--- src/rtl/if_stage_pkg.sv ---
// Shared definitions for the instruction-fetch stage: FSM encoding,
// the bubble instruction and the default fetch address after reset.
package if_stage_pkg;

   typedef enum logic [1:0] {
      IDLE  = 2'd0,
      REQ   = 2'd1,
      HOLD  = 2'd2,
      DRAIN = 2'd3
   } state_t;

   localparam logic [31:0] NOP_INSTR        = 32'h0000_0000;
   localparam logic [31:0] RESET_PC_DEFAULT = 32'h0000_0000;

   // Sequential fetch step; wraps modulo 2^32.
   function automatic logic [31:0] pc_inc(input logic [31:0] pc);
      return pc + 32'd4;
   endfunction

endpackage

--- src/rtl/if_id_reg.sv ---
// IF/ID pipeline register: loads a fetched instruction, holds, or
// flushes to a bubble (NOP, invalid) while keeping the last PC.
module if_id_reg
   import if_stage_pkg::*;
(
   input  logic        clk,
   input  logic        rst_n,
   input  logic        load,
   input  logic        flush,
   input  logic [31:0] pc_in,
   input  logic [31:0] instr_in,
   output logic [31:0] if_pc,
   output logic [31:0] if_instr,
   output logic        if_valid
);

   always_ff @(posedge clk or negedge rst_n) begin
      if (!rst_n) begin
         if_pc    <= '0;
         if_instr <= NOP_INSTR;
         if_valid <= 1'b0;
      end else if (flush) begin
         if_instr <= NOP_INSTR;
         if_valid <= 1'b0;
      end else if (load) begin
         if_pc    <= pc_in;
         if_instr <= instr_in;
         if_valid <= 1'b1;
      end
   end

endmodule

--- src/rtl/if_stage.sv ---
// Instruction-fetch stage: request FSM, PC, pending branch target and a
// one-entry buffer for a word that arrives while decode is frozen.
module if_stage
   import if_stage_pkg::*;
#(
   parameter logic [31:0] RESET_PC = RESET_PC_DEFAULT
) (
   input  logic        clk,
   input  logic        rst_n,
   input  logic        freeze,
   input  logic        branch_taken,
   input  logic [31:0] branch_addr,
   output logic        imem_req,
   output logic [31:0] imem_addr,
   input  logic        imem_ready,
   input  logic [31:0] imem_rdata,
   output logic [31:0] if_pc,
   output logic [31:0] if_instr,
   output logic        if_valid
);

   state_t      state;
   logic [31:0] pc;
   logic [31:0] target;
   logic [31:0] hold_buf;
   logic [31:0] pc_plus4;
   logic [31:0] branch_tgt;
   logic        resp;
   logic        id_load;
   logic        id_flush;
   logic [31:0] id_instr;
   logic        unused_addr_bits;

   assign pc_plus4         = pc_inc(pc);
   assign branch_tgt       = {branch_addr[31:2], 2'b00};
   assign unused_addr_bits = ^branch_addr[1:0];
   assign resp             = imem_req & imem_ready;
   assign imem_addr        = {pc[31:2], 2'b00};

   // IF/ID control: branch flushes first, then freeze holds, else load or bubble.
   always_comb begin
      id_load  = 1'b0;
      id_flush = 1'b0;
      id_instr = imem_rdata;
      unique case (state)
         IDLE: begin
         end
         REQ: begin
            if (branch_taken)
               id_flush = 1'b1;
            else if (!freeze) begin
               if (resp)
                  id_load = 1'b1;
               else
                  id_flush = 1'b1;
            end
         end
         HOLD: begin
            id_instr = hold_buf;
            if (branch_taken)
               id_flush = 1'b1;
            else if (!freeze)
               id_load = 1'b1;
         end
         DRAIN: begin
            if (branch_taken || !freeze)
               id_flush = 1'b1;
         end
      endcase
   end

   // PC only moves on leaving DRAIN, so the outstanding address stays stable.
   always_ff @(posedge clk or negedge rst_n) begin
      if (!rst_n) begin
         state    <= IDLE;
         pc       <= {RESET_PC[31:2], 2'b00};
         target   <= '0;
         hold_buf <= '0;
         imem_req <= 1'b0;
      end else begin
         unique case (state)
            IDLE: begin
               state    <= REQ;
               imem_req <= 1'b1;
            end
            REQ: begin
               if (branch_taken) begin
                  if (resp)
                     pc <= branch_tgt;
                  else begin
                     target <= branch_tgt;
                     state  <= DRAIN;
                  end
               end else if (resp) begin
                  if (freeze) begin
                     hold_buf <= imem_rdata;
                     state    <= HOLD;
                     imem_req <= 1'b0;
                  end else
                     pc <= pc_plus4;
               end
            end
            HOLD: begin
               if (branch_taken) begin
                  pc       <= branch_tgt;
                  state    <= REQ;
                  imem_req <= 1'b1;
               end else if (!freeze) begin
                  pc       <= pc_plus4;
                  state    <= REQ;
                  imem_req <= 1'b1;
               end
            end
            DRAIN: begin
               if (branch_taken) begin
                  target <= branch_tgt;
                  if (resp) begin
                     pc    <= branch_tgt;
                     state <= REQ;
                  end
               end else if (resp) begin
                  pc    <= target;
                  state <= REQ;
               end
            end
         endcase
      end
   end

   if_id_reg u_if_id_reg (
      .clk      (clk),
      .rst_n    (rst_n),
      .load     (id_load),
      .flush    (id_flush),
      .pc_in    (pc_plus4),
      .instr_in (id_instr),
      .if_pc    (if_pc),
      .if_instr (if_instr),
      .if_valid (if_valid)
   );

endmodule
--- config.mk ---
export PLATFORM = sky130hd
export DESIGN_NAME = if_stage
export DESIGN_NICKNAME = d
export VERILOG_FILES = /design/src/rtl/if_stage_pkg.sv /design/src/rtl/if_id_reg.sv /design/src/rtl/if_stage.sv
export SDC_FILE = /design/constraint.sdc
export NUM_CORES = 1
export LEC_CHECK = 0
export CORE_MARGIN = 2
export CORE_UTILIZATION = 50
export CTS_CLUSTER_SIZE = 12
export DETAILED_ROUTE_END_ITERATION = 10
export GPL_ROUTABILITY_DRIVEN = 0
export PLACE_DENSITY_LB_ADDON = 0.08
export RECOVER_POWER = 100
export SLEW_MARGIN = 20
export SYNTH_ARGS = -nofsm -noshare
export SYNTH_HDL_FRONTEND = slang
export SYNTH_HIERARCHICAL = 1
export SYNTH_SLANG_ARGS = --single-unit
--- constraint.sdc ---
create_clock -name clk -period 3.95 [get_ports clk]
set_input_delay 0.79 -clock clk [delete_from_list [all_inputs] [get_ports clk]]
set_output_delay 0.79 -clock clk [all_outputs]
set_load 0.005 [all_outputs]
==> Yosys cells after proc, flatten, opt, wreduce, memory -nomap -nowiden <==
Index checks and enable logic that the tools add are counted.
{ "op_classes": {"addsub": 1, "n_eq_ne": 15, "n_mux": 43, "bitwise_logic": 3, "reduce_logical": 13} }
{ "op_table": {"columns": ["op", "count"], "rows": [
  ["2-to-1 mux 32 bit", 13],
  ["one-hot mux 32 bit (3 select lines)", 1],
  ["one-hot mux 32 bit (2 select lines)", 1],
  ["adder 32 x 3 -> 32 bit (second input constant)", 1],
  ["2-to-1 mux 1 bit", 17],
  ["inequality test 3 bit (second input constant)", 5],
  ["2-to-1 mux 2 bit", 7],
  ["inequality test 2 bit (second input constant)", 7],
  ["AND reduction 5 bit", 2],
  ["one-hot mux 2 bit (4 select lines)", 1],
  ["AND reduction 4 bit", 2],
  ["one-hot mux 1 bit (3 select lines)", 2],
  ["nonzero test 3 bit", 2],
  ["equality test 2 bit (second input constant)", 2],
  ["nonzero test 2 bit", 2],
  ["AND reduction 3 bit", 1],
  ["equality test 2 x 1 -> 1 bit (second input constant)", 1],
  ["logical NOT 2 bit", 1],
  ["NOT 1 bit", 2],
  ["one-hot mux 1 bit (2 select lines)", 1],
  ["AND reduction 2 bit", 1],
  ["bitwise AND 1 bit", 1],
  ["logical NOT 1 bit", 1],
  ["logical OR 1 bit", 1]
]} }
{ "word_totals": {"ff_bits": 164} }

==> Logic depth before layout (Yosys ltp) <==
Gate-level depths: netlist (run 1).
{ "logic_depth": {"depth_word": 7, "ltp_mapped": 13, "mapped_depth_nobuf": 8} }

==> Modules after synthesis <==
Netlist (run 1), hierarchy kept.
{ "modules_own_cells": {"columns": ["mod", "n_inst", "cells_per_inst", "area_each_um2"], "rows": [
  ["if_stage", 1, 820, 7070.5],
  ["if_id_reg", 1, 176, 2648.8]
]} }

==> Worst setup path before layout (run 1) <==
No wires, ideal clock.
{ "synth_path": {"path_type": "input to register", "startpoint": "input branch_taken", "endpoint": "register u_if_id_reg.if_pc[0]", "setup_time_ns": 0.125, "t_arrival_ns": 2.906, "t_required_ns": 3.825, "setup_slack_ns": 0.919, "path_stages": 13, "cell_sequence": "clkbuf_1 > buf_2 > clkbuf_1 > clkbuf_1 > a21oi_1 > nor2_1 > nor2_1 > nor3_1 > buf_2 > nor2b_4 > buf_6 > buf_6 > mux2_4"} }
{ "synth_between": {"elab_chain_cells": 5, "elab_cells_between_ends": 10} }
{ "synth_rtl": {"columns": ["element", "line_no", "source"], "rows": [
  ["start: declaration", "if_stage.sv:11", "input logic branch_taken,"],
  ["logical OR 1 bit", "if_stage.sv:66", "if (branch_taken || !freeze)"],
  ["2-to-1 mux 1 bit", "if_stage.sv:66", null],
  ["one-hot mux 1 bit (3 select lines) (*)", "if_stage.sv:45", "unique case (state)"],
  ["net id_flush", "if_stage.sv:30", "logic id_flush;"],
  ["NOT 1 bit (no source line) (*)", null, null],
  ["AND reduction 2 bit (no source line) (*)", null, null],
  ["end signal: assignment", "if_id_reg.sv:26", "if_pc <= pc_in;"],
  ["end: declaration", "if_id_reg.sv:12", "output logic [31:0] if_pc,"]
]} }
The timed path passes the listed nets; every way through them passes the cells marked *.
A chain may end at the register's enable or synchronous reset.

==> Worst setup path in the final report (run 1) <==
{ "layout_path": {"startpoint": "input imem_ready", "endpoint": "register hold_buf[8]"} }
{ "layout_between": {"elab_chain_cells": 2} }
{ "layout_rtl": {"columns": ["element", "line_no", "source"], "rows": [
  ["start: declaration", "if_stage.sv:15", "input logic imem_ready,"],
  ["bitwise AND 1 bit", "if_stage.sv:37", "assign resp = imem_req & imem_ready;"],
  ["AND reduction 4 bit (no source line)", null, null],
  ["end signal: assignment", "if_stage.sv:96", "hold_buf <= imem_rdata;"],
  ["end: declaration", "if_stage.sv:25", "logic [31:0] hold_buf;"]
]} }
Every way passes these cells.

==> flow_summary.ini, run 1 <==
[sta]
setup_viol = 0
worst_pin_slew_ns = 2.010
slew_headroom_pct = -34.02
rsz0062_at_grt = no
post-route-min-period_ns = 3.197
slew_viol_final = 76
timing.fmax_ghz = 0.3128
timing.final.hold_violations = 0
tns_ns = 0
fin_crit_sh_pct = 80.93
skew_ns = 0.009572
hold_slack_ns = 0.4794

[cts]
clk_pin_slew_ns = 0.07
insertion_delay_ns = 0.44
hold_buffers = 0
cts_sinks = 162
cts_tree = yes
cts_root_buf = clkbuf_16
cts.repair.resized = 0
post_cts_buffers = 0
cts_buffers = 17
h-tree-depth = 4
clock_path_buffers = 2

[power_and_ir_drop]
p_leak_nw = 4.941
switchingPower_w = 0.003361
pwr-share-clk_pct = 20.2
vdd_ir_drop_max_v = 0.0004832
combPwrFrac_pct = 43.5
p_per_area_nw_per_um2 = 746.2
seq_power_share_pct = 36.3
p_sw_share_pct = 38.28
p_int_w = 0.005420

[critical_path]
critPathLaunch = imem_ready
crit_path_end = hold_buf[8]
r2r_end = u_if_id_reg/if_pc[18]
critPathRequiredTime_ns = 4.27
rr_worst_depth = 7
ff2ff_setup_slack_ns = 1.15
crit_path_end_kind = register
start_kind = input pin
worstPathArrival_ns = 3.52
r2r-start = pc[2]
crit_fanout = 32
critPathKind = in2reg

[global_routing]
antenna_found_initial = 2
grt_pass1_wl_mm = 42.19
track_usage_pct = 26.41
grt_pass1_vias = 7624
overflow = 0
grt_max_degree = 77

[logic_synthesis]
async_flop_share_pct = 100.0
ys_seq_area_share_pct = 41.71
synthCells = 996
yosysWarnings = 6
ys_seq_elements = 162
avgSynthCellArea_sq_um = 9.758
syn_area_sq_um = 9719
yosysUniqueCellTypes = 70
synth_edf_count = 0
ys.flop_type = dfrtp_1

[run_status]
outcome = complete, but fails checks
failed_checks = capacitance limit, slew limit

[route]
drt_iter0_drc = 570
vias = 7871
drc = 0
routedWlPerCell_microns = 19.06
ant_nets = 0
first_pass_iters = 5
drt-total-wl_mm = 25.97
vias_per_cell = 5.775

[floorplanning]
fp.dieW_microns = 143.4
core-area_sq_um = 18890
row_count = 50
die-area_sq_um = 20570
die_h_microns = 143.4
io_pins = 167
floorplan.initialDensity_pct = 51.44

[min_path]
hp-class = reg2reg
min_from = u_if_id_reg/if_pc[18]

[cells_and_area]
area_growth_pct = 21.07
most-common-layout-cells = dfrtp_1 (162), nand2_1 (97), mux2_2 (97), dlygate4sd3_1 (97), nor2_1 (94)
final_common_cell = dfrtp_1
drive_gt1_share_pct = 15.34
nets = 1164

[run]
cap_violations = 1

[place]
dp_hpwl_mm = 17.45
io_buffer_count = 162
through the flow:
stage | worst slack [ns] | total power (W) | util (%) | std cells | area, sq um
6_report | 0.7532 | 0.008781 | 62.28 | 1363 | 11770
3_3_place_gp | 0.7449 | 0.007294 | 59.84 | 1330 | 11310
5_1_grt | 0.5719 | 0.009436 | 62.27 | 1362 | 11770
4_1_cts | 1.147 | 0.009183 | 63.11 | 1362 | 11920
2_1_floorplan | 0.9187 | 0.005878 | - | 997 | 9723
3_5_place_dp | 0.7436 | 0.007367 | 59.84 | 1330 | 11310
synthesized netlist by cell type (4+ instances only):
master | n | area (sq um)
nor2_1 | 95 | 356.6
nand4_1 | 15 | 93.84
a21o_1 | 7 | 52.55
nand2b_1 | 5 | 31.28
o211ai_1 | 16 | 120.1
clkbuf_1 | 49 | 183.9
and3_1 | 12 | 75.07
nor3_1 | 10 | 50.05
mux2i_1 | 37 | 370.4
ha_1 | 6 | 75.07
mux2_4 | 30 | 450.4
xnor2_1 | 21 | 183.9
nor2b_1 | 6 | 37.54
o21a_1 | 4 | 30.03
a31oi_1 | 21 | 131.4
dfrtp_1 | 162 | 4054
o21ai_0 | 58 | 290.3
buf_6 | 5 | 56.30
a22oi_1 | 8 | 60.06
a221oi_1 | 4 | 35.03
buf_4 | 35 | 262.8
o221ai_1 | 5 | 43.79
nand3_1 | 31 | 155.2
and2_1 | 8 | 50.05
buf_1 | 10 | 37.54
inv_1 | 12 | 45.04
a21oi_1 | 39 | 195.2
nand2_1 | 97 | 364.1
mux2_2 | 97 | 1092
xor2_1 | 11 | 96.34
buf_2 | 17 | 85.08
layer usage:
metal / track usage (%) / part of all wire (%) / up-vias
met5: 0 / 0.042 / -
met4: 7.637 / 1.6 / 2
met3: 6.831 / 7.4 / 36
met2: 41.15 / 47 / 296
met1: 36.50 / 44 / 3819
li1: - / - / 3718
cells by family (layout without fill, tap and decap cells):
| logic type | count (synthesis) | after routing | share of synthesized area [%] |
|---|---|---|---|
| buf+inv | 128 | 233 | 6.900 |
| flops | 162 | 162 | 41.71 |
| xor+xnor | 32 | 32 | 2.884 |
| mux | 164 | 164 | 19.68 |
| fa+ha+maj | 6 | 6 | 0.7724 |
| simple gates | 298 | 298 | 14.24 |
| compound gates | 205 | 205 | 13.77 |
| other cells | 1 | 3 | 0.03858 |
power groups by stage:
stage	sequential [W]	combinational, W	clock, W
detailed placement	0.00323	0.00414	0
global route	0.00331	0.00425	0.00188
global placement	0.00322	0.00408	0
finish	0.00319	0.00382	0.00177
floorplan	0.00285	0.00303	0
CTS	0.00321	0.00416	0.00181
cell type report:
type,instances,area (sq um)
clock inverter,14,187.7
antenna,1,2.502
inverter,12,45.04
multi-input combinational,707,4901
sequential,162,4054
timing repair buffer,189,1823
tap,260,325.3
clock buffer,18,429.2
fill,1649,7126
registers in the layout (all words and copies together), names as in the netlist:
signal	flops
u_if_id_reg/if_pc	32
imem_req	1
u_if_id_reg/if_valid	1
hold_buf	32
target	30
state	2
u_if_id_reg/if_instr	32
pc	32
how the worst min path moves through the flow:
stage / endpoint / slack [ns] / depth (start not counted)
final: u_if_id_reg/if_pc[18] / 0.48 / 1
after global routing: u_if_id_reg/if_pc[15] / 0.50 / 1
after CTS: u_if_id_reg/if_pc[7] / 0.42 / 1
after detailed placement: u_if_id_reg/if_pc[0] / 0.49 / 1
after global placement: u_if_id_reg/if_pc[0] / 0.48 / 1
after floorplan: pc[0] / 0.46 / 1
critical path, stage by stage:
cell and delay [ns]:
dlygate4sd3_1 0.61, and2_0 0.76, and3_1 0.27, clkbuf_2 0.66
mux2_2 0.42
Power figures use the tool's default switching activity.
==> run 2: changes to the inputs <==
clock period = 3.09 ns   (was 3.95 ns; I/O delays follow)
==> flow_summary.ini, run 2 (synthesized netlist as in run 1, its figures left out) <==
[route]
drt-total-wl_mm = 26.50
drt_iter0_drc = 625
first_pass_iters = 5
routedWlPerCell_microns = 19.19
ant_nets = 0
vias = 8044
drc = 0
vias_per_cell = 5.825

[critical_path]
worstPathArrival_ns = 3.05
crit_path_end_kind = register
crit_fanout = 10
start_kind = register
critPathRequiredTime_ns = 3.45
critPathKind = reg2reg

[floorplanning]
row_count = 50
die-area_sq_um = 20570
fp.dieW_microns = 143.4
core-area_sq_um = 18890
floorplan.initialDensity_pct = 51.44
io_pins = 167
die_h_microns = 143.4

[cts]
insertion_delay_ns = 0.44
h-tree-depth = 4
clk_pin_slew_ns = 0.07
post_cts_buffers = 0
cts.repair.resized = 0
clock_path_buffers = 2
cts_tree = yes
cts_root_buf = clkbuf_16
cts_buffers = 17
hold_buffers = 0
cts_sinks = 162

[global_routing]
grt_pass1_vias = 7712
track_usage_pct = 26.33
grt_pass1_wl_mm = 42.15
grt_max_degree = 104
antenna_found_initial = 2
overflow = 0

[power_and_ir_drop]
p_per_area_nw_per_um2 = 943.1
vdd_ir_drop_max_v = 0.0005229
p_leak_nw = 5.014

[sta]
skew_ns = 0.01624
timing.final.hold_violations = 0
slew_viol_final = 62
worst_pin_slew_ns = 1.646
rsz0062_at_grt = no
tns_ns = 0
slew_headroom_pct = -9.709
setup_viol = 0
post-route-min-period_ns = 2.690
timing.fmax_ghz = 0.3717
fin_crit_sh_pct = 87.07

[cells_and_area]
drive_gt1_share_pct = 16.34
nFillCells = 1642
most-common-layout-cells = dfrtp_1 (162), nand2_1 (97), mux2_2 (97)
final_common_cell = dfrtp_1
area_growth_pct = 22.13
nets = 1182
fin_area_sq_um = 11870

[place]
dp_hpwl_mm = 17.99
dpl-instance-area_sq_um = 11480
io_buffer_count = 162

[min_path]
hp-class = reg2reg

[run_status]
failed_checks = capacitance limit, slew limit
outcome = complete, but fails checks

[run]
cap_violations = 1
==> run 2: per-stage QoR <==
stage / utilization, % / total power, W / setup WS [ns] / hold slack [ns] / std cells
after floorplan: - / 0.007514 / 0.2307 / 0.3224 / 997
after global placement: 60.76 / 0.009464 / 0.2627 / 0.4791 / 1348
after detailed placement: 60.76 / 0.009583 / 0.2246 / 0.4904 / 1348
after CTS: 63.77 / 0.01170 / 0.6746 / 0.1968 / 1380
after global routing: 62.81 / 0.01199 / 0.2717 / 0.4991 / 1380
final: 62.83 / 0.01119 / 0.3996 / 0.4800 / 1381
==> run 2: worst paths after layout <==
kind | start | end | slack (ns) | depth (start not counted)
max | pc[2] | pc[17] | 0.40 | 7
min | u_if_id_reg/if_pc[19] | u_if_id_reg/if_pc[19] | 0.48 | 1
max reg2reg | pc[2] | pc[17] | 0.40 | 7
min reg2reg | u_if_id_reg/if_pc[19] | u_if_id_reg/if_pc[19] | 0.48 | 1
max in group asynchronous | rst_n | hold_buf[6] | 0.77 | 2
min in group asynchronous | rst_n | u_if_id_reg/if_pc[7] | 0.60 | 1
==> run 2: routing by layer <==
| metal | global-route usage, % | wire length [microns] | up-vias |
|---|---|---|---|
| li1 | - | - | 3742 |
| met1 | 35.80 | 11520 | 3967 |
| met2 | 42.01 | 12540 | 307 |
| met3 | 6.465 | 2120 | 26 |
| met4 | 7.430 | 299 | 2 |
| met5 | 0 | 16 | - |
==> run 2: report_power, final <==
group / total [W] / switching [W] / internal (W)
Clock: 0.00208 / 0.000931 / 0.00115
Sequential: 0.00401 / 0.000915 / 0.00309
Combinational: 0.00511 / 0.00247 / 0.00264
==> run 2: cell type report <==
type	count	area (sq um)	share of cell area [%]
Antenna cell	1	2.502	0.02108
Clock buffer	19	442.9	3.731
Clock inverter	13	127.6	1.075
Inverter	12	45.04	0.3795
Multi-Input combinational cell	707	4905	41.32
Sequential cell	162	4054	34.15
Tap cell	260	325.3	2.741
Timing Repair Buffer	207	1968	16.58
==> run 2: worst max-delay path, cell delays in order, from the launching register on <==
cell and delay, ns:
dfrtp_1 0.35, clkbuf_1 0.37, and4_1 0.42, nand3_4 0.18, or3_4 0.45, or4_1 0.47
a21oi_1 0.22, o32a_2 0.16
==> run 3: changes to the inputs <==
REMOVE_ABC_BUFFERS = 1   (was not set)
==> flow_summary.ini, run 3 (synthesized netlist as in run 1, its figures left out) <==
[run_status]
outcome = complete, but fails checks
failed_checks = capacitance limit, slew limit

[critical_path]
worstPathArrival_ns = 3.03
crit_chain = clkbuf_1 > and4_1 > nand3_4 > or3_4 > or4_1 > a21oi_1 > o32a_2
start_kind = register
ff2ff_setup_slack_ns = 0.44
rr_worst_depth = 7
slowest_stage = or4_1
r2r_end = pc[17]
critPathRequiredTime_ns = 3.47
crit_fanout = 10
crit_path_end_kind = register
r2r-start = pc[2]
critPathKind = reg2reg
worst-path-buf-inv = 1
worst_path_dominant_cell_family = simple AND/OR/NAND/NOR gates
cpPeakStageDelay_ns = 0.47

[global_routing]
grt_pass1_vias = 7852
track_usage_pct = 26.63
grt_pass1_wl_mm = 42.74
overflow = 0
antenna_found_initial = 0
grt_max_degree = 69

[power_and_ir_drop]
vdd_ir_drop_max_v = 0.0005298
p_leak_nw = 5.017
p_per_area_nw_per_um2 = 944.2

[cells_and_area]
final_core_util_pct = 63.03
drive_gt1_share_pct = 16.84
antenna_cells = 0
area_growth_pct = 22.53
fin_area_sq_um = 11910
nets = 1184
most-common-layout-cells = dfrtp_1 (162), nand2_1 (97), mux2_2 (97)
final_common_cell = dfrtp_1

[floorplanning]
fp.dieW_microns = 143.4
floorplan.initialDensity_pct = 51.44
row_count = 50
core-area_sq_um = 18890
die-area_sq_um = 20570
io_pins = 167
die_h_microns = 143.4

[sta]
setup_viol = 0
worst_pin_slew_ns = 1.865
slew_viol_final = 68
timing.final.hold_violations = 0
rsz0062_at_grt = no
hold_slack_ns = 0.4827
timing.fmax_ghz = 0.3767
fin_crit_sh_pct = 85.90
slew_headroom_pct = -24.36
skew_ns = 0.009162
post-route-min-period_ns = 2.654

[route]
vias = 8133
drt_iter0_drc = 559
routedWlPerCell_microns = 19.46
first_pass_iters = 5
ant_nets = 0
drc = 0
drt-total-wl_mm = 26.89
vias_per_cell = 5.885

[min_path]
whs_path_depth = 1
hp-class = reg2reg
hold_end = u_if_id_reg/if_pc[0]
min_from = u_if_id_reg/if_pc[0]

[cts]
cts.repair.resized = 0
cts_buffers = 17
post_cts_buffers = 0
clock_path_buffers = 2
insertion_delay_ns = 0.44
hold_buffers = 0
h-tree-depth = 4
cts_root_buf = clkbuf_16
cts_tree = yes
cts_sinks = 162
clk_pin_slew_ns = 0.07

[place]
io_buffer_count = 162
dp_hpwl_mm = 18.06
dpl-instance-area_sq_um = 11480

[run]
cap_violations = 1
## run 3: power breakdown
part / switching (W) / internal, W
combinational: 0.00247 / 0.00266
sequential: 0.000929 / 0.00309
clock: 0.00102 / 0.00107
total: 0.00442 / 0.00682
## run 3: worst register-to-register path: cells and delay by family, from the launching register on
kind | cells | cell delay [ns]
AOI/OAI and AO/OA | 2 | 0.35
buffers and inverters | 1 | 0.38
DFF | 1 | 0.35
and+or+nand+nor | 4 | 1.52
## run 3: through the flow
stage	std cells	setup WS [ns]	TNS (ns)	total power [W]
detailed placement	1350	0.1884	0	0.009563
floorplan	881	-2.606	-147.48	0.007038
CTS	1382	0.6334	0	0.01169
global placement	1350	0.2170	0	0.009450
finish	1382	0.4356	0	0.01124
global route	1382	0.2763	0	0.01200
## run 3: worst max path at each step
stage                        start                     to  slack, ns  depth (start not counted)
after floorplan           state[0]  u_if_id_reg/if_pc[27]      -2.61                          6
after global placement      freeze                 pc[10]       0.22                          6
after detailed placement    freeze                 pc[10]       0.19                          6
after CTS                   freeze                 pc[10]       0.63                          6
after global routing         pc[2]  u_if_id_reg/if_pc[27]       0.28                          7
final                        pc[2]                 pc[17]       0.44                          7
## run 3: layer usage
metal,wire (microns),vias to the layer above,GRT usage (%)
met5,0,-,0
met4,715,0,9.391
met1,11280,3937,35.92
met2,12320,393,41.70
li1,-,3749,-
met3,2579,54,6.898
## run 3: layout make-up
cell class,count,area [sq um]
Sequential cell,162,4054
Clock buffer,18,429.2
Timing Repair Buffer,209,1991
Multi-Input combinational cell,707,4917
Clock inverter,14,147.6
Tap cell,260,325.3
Fill cell,1632,6984
Inverter,12,45.04
